### config.mk
export PLATFORM = sky130hd
export DESIGN_NAME = debounced_edge_array
export DESIGN_NICKNAME = d
export VERILOG_FILES = /design/src/rtl/edge_pkg.sv /design/src/rtl/edge_channel.sv /design/src/rtl/debounced_edge_array.sv
export SDC_FILE = /design/constraint.sdc
export NUM_CORES = 1
export LEC_CHECK = 0
export CORE_MARGIN = 3
export CORE_UTILIZATION = 52
export DETAILED_ROUTE_END_ITERATION = 8
export PLACE_DENSITY = 0.83
export SLEW_MARGIN = 15
export SYNTH_ARGS = -nofsm -noshare
export SYNTH_HDL_FRONTEND = slang
export SYNTH_SLANG_ARGS = --single-unit
### constraint.sdc
create_clock -name clk -period 3.3 [get_ports clk]
set_input_delay 0.495 -clock clk [delete_from_list [all_inputs] [get_ports clk]]
set_output_delay 0.495 -clock clk [all_outputs]
set_load 0.03 [all_outputs]
### src/rtl/edge_pkg.sv
// Shared types and helpers for the debounced edge-detector array.
package edge_pkg;

    typedef enum logic [1:0] {
        EDGE_OFF  = 2'b00,
        EDGE_RISE = 2'b01,
        EDGE_FALL = 2'b10,
        EDGE_BOTH = 2'b11
    } edge_mode_t;

    // True when a debounced transition old_level -> new_level is reportable under mode.
    function automatic logic edge_qualify(input edge_mode_t mode,
                                          input logic       old_level,
                                          input logic       new_level);
        logic rise;
        logic fall;
        rise = ~old_level & new_level;
        fall = old_level & ~new_level;
        edge_qualify = 1'b0;
        case (mode)
            EDGE_OFF:  edge_qualify = 1'b0;
            EDGE_RISE: edge_qualify = rise;
            EDGE_FALL: edge_qualify = fall;
            EDGE_BOTH: edge_qualify = rise | fall;
        endcase
    endfunction

endpackage

### src/rtl/edge_channel.sv
// One channel: synchronizer, strobe-gated debounce counter, debounced level,
// qualified edge pulse and sticky pending flag.
module edge_channel
    import edge_pkg::*;
#(
    parameter int unsigned SYNC_STAGES = 2,
    parameter int unsigned DB_CYCLES   = 3
) (
    input  logic       clk,
    input  logic       rst,
    input  logic       clk_en,
    input  logic       button,
    input  edge_mode_t mode,
    input  logic       clear,
    output logic       level,
    output logic       edge_pulse,
    output logic       pending
);

    localparam int unsigned CNT_W = (DB_CYCLES > 1) ? $clog2(DB_CYCLES) : 1;
    localparam logic [CNT_W-1:0] CNT_MAX = CNT_W'(DB_CYCLES - 1);

    logic [SYNC_STAGES-1:0] sync_q, sync_d;
    logic [CNT_W-1:0]       cnt_q, cnt_d;
    logic                   level_q, level_d;
    logic                   pulse_q, pulse_d;
    logic                   pend_q, pend_d;
    logic                   sync_c;
    logic                   flip_c;
    logic                   qual_c;

    assign sync_c = sync_q[SYNC_STAGES-1];

    always_comb begin
        sync_d  = {sync_q[SYNC_STAGES-2:0], button};
        cnt_d   = cnt_q;
        level_d = level_q;
        flip_c  = 1'b0;

        // Debounce only advances on strobes; a bounce back discards the count.
        if (clk_en) begin
            if (sync_c == level_q) begin
                cnt_d = '0;
            end else if (cnt_q == CNT_MAX) begin
                level_d = sync_c;
                cnt_d   = '0;
                flip_c  = 1'b1;
            end else begin
                cnt_d = cnt_q + CNT_W'(1);
            end
        end

        qual_c  = flip_c & edge_qualify(mode, level_q, sync_c);
        pulse_d = qual_c;
        pend_d  = qual_c | (pend_q & ~clear);
    end

    always_ff @(posedge clk or posedge rst) begin
        if (rst) begin
            sync_q  <= '0;
            cnt_q   <= '0;
            level_q <= 1'b0;
            pulse_q <= 1'b0;
            pend_q  <= 1'b0;
        end else begin
            sync_q  <= sync_d;
            cnt_q   <= cnt_d;
            level_q <= level_d;
            pulse_q <= pulse_d;
            pend_q  <= pend_d;
        end
    end

    assign level      = level_q;
    assign edge_pulse = pulse_q;
    assign pending    = pend_q;

endmodule

### src/rtl/debounced_edge_array.sv
// N_CH independent debounced edge-detector channels with an aggregated pending flag.
module debounced_edge_array
    import edge_pkg::*;
#(
    parameter int unsigned N_CH        = 4,
    parameter int unsigned SYNC_STAGES = 2,
    parameter int unsigned DB_CYCLES   = 3
) (
    input  logic              clk,
    input  logic              rst,
    input  logic              clk_en,
    input  logic [N_CH-1:0]   button,
    input  logic [2*N_CH-1:0] mode,
    input  logic [N_CH-1:0]   clear,
    output logic [N_CH-1:0]   level,
    output logic [N_CH-1:0]   edge_pulse,
    output logic [N_CH-1:0]   pending,
    output logic              any_pending
);

    for (genvar i = 0; i < int'(N_CH); i++) begin : g_ch
        edge_channel #(
            .SYNC_STAGES (SYNC_STAGES),
            .DB_CYCLES   (DB_CYCLES)
        ) u_ch (
            .clk        (clk),
            .rst        (rst),
            .clk_en     (clk_en),
            .button     (button[i]),
            .mode       (edge_mode_t'(mode[2*i +: 2])),
            .clear      (clear[i]),
            .level      (level[i]),
            .edge_pulse (edge_pulse[i]),
            .pending    (pending[i])
        );
    end

    assign any_pending = |pending;

endmodule

[Yosys cells after proc, flatten, opt, wreduce, memory -nomap -nowiden]
Index checks and enable logic that the tools add are counted.
Storage, ports and cells
  flip-flop bits (word level): 28
  bits of input ports: 19
  word-level logic and storage cells: 117
Cells by class
  add/sub/neg operators: 4
  equality and inequality tests: 20
  muxes and demuxes: 24
  bitwise logic cells: 40
  reduce and logical (&&, ||, !) cells: 9
Operators by type and width (number)
  == test 2 bit (second input constant): 12
  bitwise AND 1 bit: 16
  two-way mux 2 bit: 8
  NOT 1 bit: 16
  one-hot mux 1 bit (4 select lines): 4
  two-way mux 1 bit: 12
  AND reduction 3 bit: 4
  adder 2 x 1 -> 2 bit (second input constant): 4
  == test 2 x 1 -> 1 bit (second input constant): 4
  zero test 2 bit: 4
  OR 1 bit: 8
  == test 1 bit: 4
  OR reduction 4 bit: 1

[Logic depth before layout (Yosys ltp)]
  depth in word-level cells: 6
  mapped depth: 5
  depth with buffers taken out: 5

[Modules after synthesis]
From an unflattened synthesis, not the netlist that was laid out.
Unflattened totals
  cells, all modules: 113
  area total of the unflattened synthesis: 1298.7 µm²
By module, submodules not included
  edge_channel: times used 4, cells each 28, area each 322.8 µm², sequential area each 175.2 µm²
  debounced_edge_array: times used 1, cells each 1, area each 7.5 µm², sequential area each 0.0 µm²

[Least setup slack after synthesis]
OpenSTA, ideal clock, no wires.
  kind: flip-flop to output port
  from: register g_ch[0].u_ch.pend_q
  to: output port any_pending
  data arrival time: 1048 ps
  data required time: 2805 ps
  setup slack: 1757 ps
  stages on the path, launching flop included: 2
  path buffers: 0
  path through: dfrtp_1 > or4_1
On the way
  cells in the longest elaborated chain, start to end: 1
RTL lines
  start: declaration: RTL line edge_channel.sv:27  | logic pend_q, pend_d;
  start signal: assignment: RTL line edge_channel.sv:70  | pend_q <= pend_d;
  OR reduction 4 bit: RTL line debounced_edge_array.sv:38  | assign any_pending = |pending;
  end: declaration: RTL line debounced_edge_array.sv:18  | output logic any_pending
Every way passes these cells.

[Worst setup path after layout]
Ends and elaborated chain as after synthesis.

==> out/metrics.yaml <==
ioPinCount: 32
yosysUniqueCellTypes: 27
fin_skew_ns: 0.00193
p_comb_share_pct: 37.5
worstReg2RegStart: "g_ch[3].u_ch.sync_q[1]$_DFF_PP0_"
die_x_um: 56.4
netSwitchingPower_uw: 358
rsz0062_at_grt: "no"
grt.total_usage_pct: 15.5
hold_start: "g_ch[1].u_ch.sync_q[0]$_DFF_PP0_"
antenna_cells: 0
internal-power_uw: 658
slew_headroom_pct: 33.9
period_share_pct: 71.8
switching_share_pct: 35.2
finalMaxSlewViolations: 0
status: "completed"
drive_above_1_share_pct: 7.69
placed_area_um2: 1570
cts_tree: "built"
cts_resized: 0
finalInstanceArea_um2: 1600
finalWirelength_mm: 2.16
die-height_um: 56.4
power_frac_seq_pct: 46.5
core_um2: 2320
first_global_vias: 935
finalHoldViolations: 0
syn2layout_area_growth_pct: 21.1
yosysSeqAreaShare_pct: 53.0
postCtsHoldBufs: 0
leakage_nw: 0.753
end_kind: "primary output"
vias_per_cell: 5.32
place_congestion: 0.753
cp_data_required_time_ns: 2.80
vias: 910
powerDensity_nw_per_um2: 635
cts.sink_count: 28
start_util_pct: 57.0
die_area_um2: 3180
clockBufferDepth: 2
ys_ff_latch: 28
fin_crit_ns: 2.37
port_buffers: 31
ant_nets: 0
ff2ff_path_depth: 5
instances_no_fill: 171
syn_area_um2: 1320
setup_viol: 0
avgSynthCellArea_um2: 10.8
grt_max_degree: 29
total_power_mw: 1.02
wl_per_cell_um: 12.6
antenna_found_initial: 0
yosys_warnings: 0
worst_pin_slew_ns: 0.991
drc: 0
grt_overflow: 0
arrival_ns: 1.87
syn_inst: 122
drt-pass1-iter-count: 4
dp_hpwl_mm: 1.72
cp-start-kind: "flop"
power.share.clock_pct: 16.0
clockRootBuffer: "clkbuf_4"
drv_cap: 0
fmax_mhz: 422
hold_depth: 0
num_rows: 17
startpoint: "g_ch[0].u_ch.pending$_DFF_PP0_"
layout_commonest_cell: "clkdlybuf4s50_1"
synth_fp_nets: 149
clk_pin_slew_ns: 0.14
drtIter0Drc: 10
tns_ns: 0
clock_latency_ns: 0.32
crit_type: "flop to primary output"
hold_class: "flop to flop"
cts_buffers: 3
crit_fanout: 3
peakVddDrop_uv: 428
cts_max_level: 1
dpl.cell_count: 167
grt_pass1_wl_mm: 3.86
final_cell_mix: "clkdlybuf4s50_1, dfrtp_1, inv_1"
cts_setup_buffers: 0
nNetsFinal: 171
[power groups by stage]
stage | registers (mW) | clock network (mW) | logic [mW]
floorplan | 0.465 | 0 | 0.297
global placement | 0.472 | 0 | 0.366
detailed placement | 0.481 | 0 | 0.384
CTS | 0.473 | 0.170 | 0.386
global route | 0.484 | 0.181 | 0.427
finish | 0.472 | 0.163 | 0.381
[sequential cells by signal, indices dropped and copies added (netlist names)]
signal and count:
g_ch.u_ch.pending 4, g_ch.u_ch.level 4, g_ch.u_ch.sync_q 8, g_ch.u_ch.cnt_q 8, g_ch.u_ch.edge_pulse 4
[per-layer routing]
metal  share of wire, %  global-route usage (%)
met2                 55                    28.1
met4                1.7                    6.78
met5                  0                       0
met1                 37                    16.1
met3                6.3                    5.06
[area by class of cell]
class / count / area, um2
well taps: 28 / 35.0
repair buffers: 31 / 310
fillers: 182 / 717
inverters: 17 / 63.8
clock buffers: 4 / 36.3
multi-input cells: 63 / 455
flip-flops and latches: 28 / 701
[cells by family after synthesis]
group                    count (synthesis)  share of synthesized area, %
AND/OR/NAND/NOR                         31                          13.1
flip-flops                              28                          53.0
adder cells (fa/ha/maj)                  8                          7.57
multiplexers                             6                          4.64
AO/OA/AOI/OAI                           18                          9.18
buffers and inverters                   31                          12.6
[Yosys cell counts]
cell type | n | area (um2)
nor3_1 | 4 | 20.0
and2_1 | 1 | 6.26
or2_2 | 3 | 18.8
o21ai_0 | 4 | 20.0
nand3_1 | 5 | 25.0
inv_1 | 17 | 63.8
dfrtp_1 | 28 | 701
nor2b_1 | 2 | 12.5
buf_4 | 13 | 97.6
a31oi_1 | 1 | 6.26
buf_2 | 1 | 5.00
a21boi_0 | 3 | 22.5
mux2_2 | 1 | 11.3
nor2_1 | 5 | 18.8
nor3_2 | 1 | 10.0
ha_1 | 8 | 100
nand3b_1 | 1 | 7.51
o32ai_1 | 3 | 26.3
or4b_1 | 1 | 10.0
a22o_1 | 1 | 8.76
nand4b_1 | 1 | 8.76
or4_1 | 1 | 7.51
a21oi_1 | 4 | 20.0
a31o_2 | 2 | 17.5
nand2_1 | 4 | 15.0
nand2b_1 | 2 | 12.5
mux2i_1 | 5 | 50.1
[metrics by stage]
step	utilization (%)	setup slack, ns	hold slack (ns)
after floorplan	-	1.76	0.331
after global placement	67.5	1.33	0.334
after detailed placement	67.5	1.22	0.337
after CTS	69.1	0.916	0.371
after global routing	69.1	0.879	0.386
final	69.1	0.931	0.368
[critical path, cell delays in order, from the launching register on]
cell	delay (ns)
dfrtp_1	0.42
or4_1	0.53
clkdlybuf4s50_1	0.61
[path summary, 6_finish.rpt]
kind / endpoint / slack, ns
min in group asynchronous: g_ch[2].u_ch.cnt_q[1]$_DFFE_PP0P_ / 0.68
max reg2reg: g_ch[3].u_ch.pending$_DFF_PP0_ / 1.76
min: g_ch[1].u_ch.sync_q[1]$_DFF_PP0_ / 0.37
max: any_pending / 0.93
min reg2reg: g_ch[1].u_ch.sync_q[1]$_DFF_PP0_ / 0.37
max in group asynchronous: g_ch[0].u_ch.level$_DFFE_PP0P_ / 2.02
(Power assumes the default switching activity.)
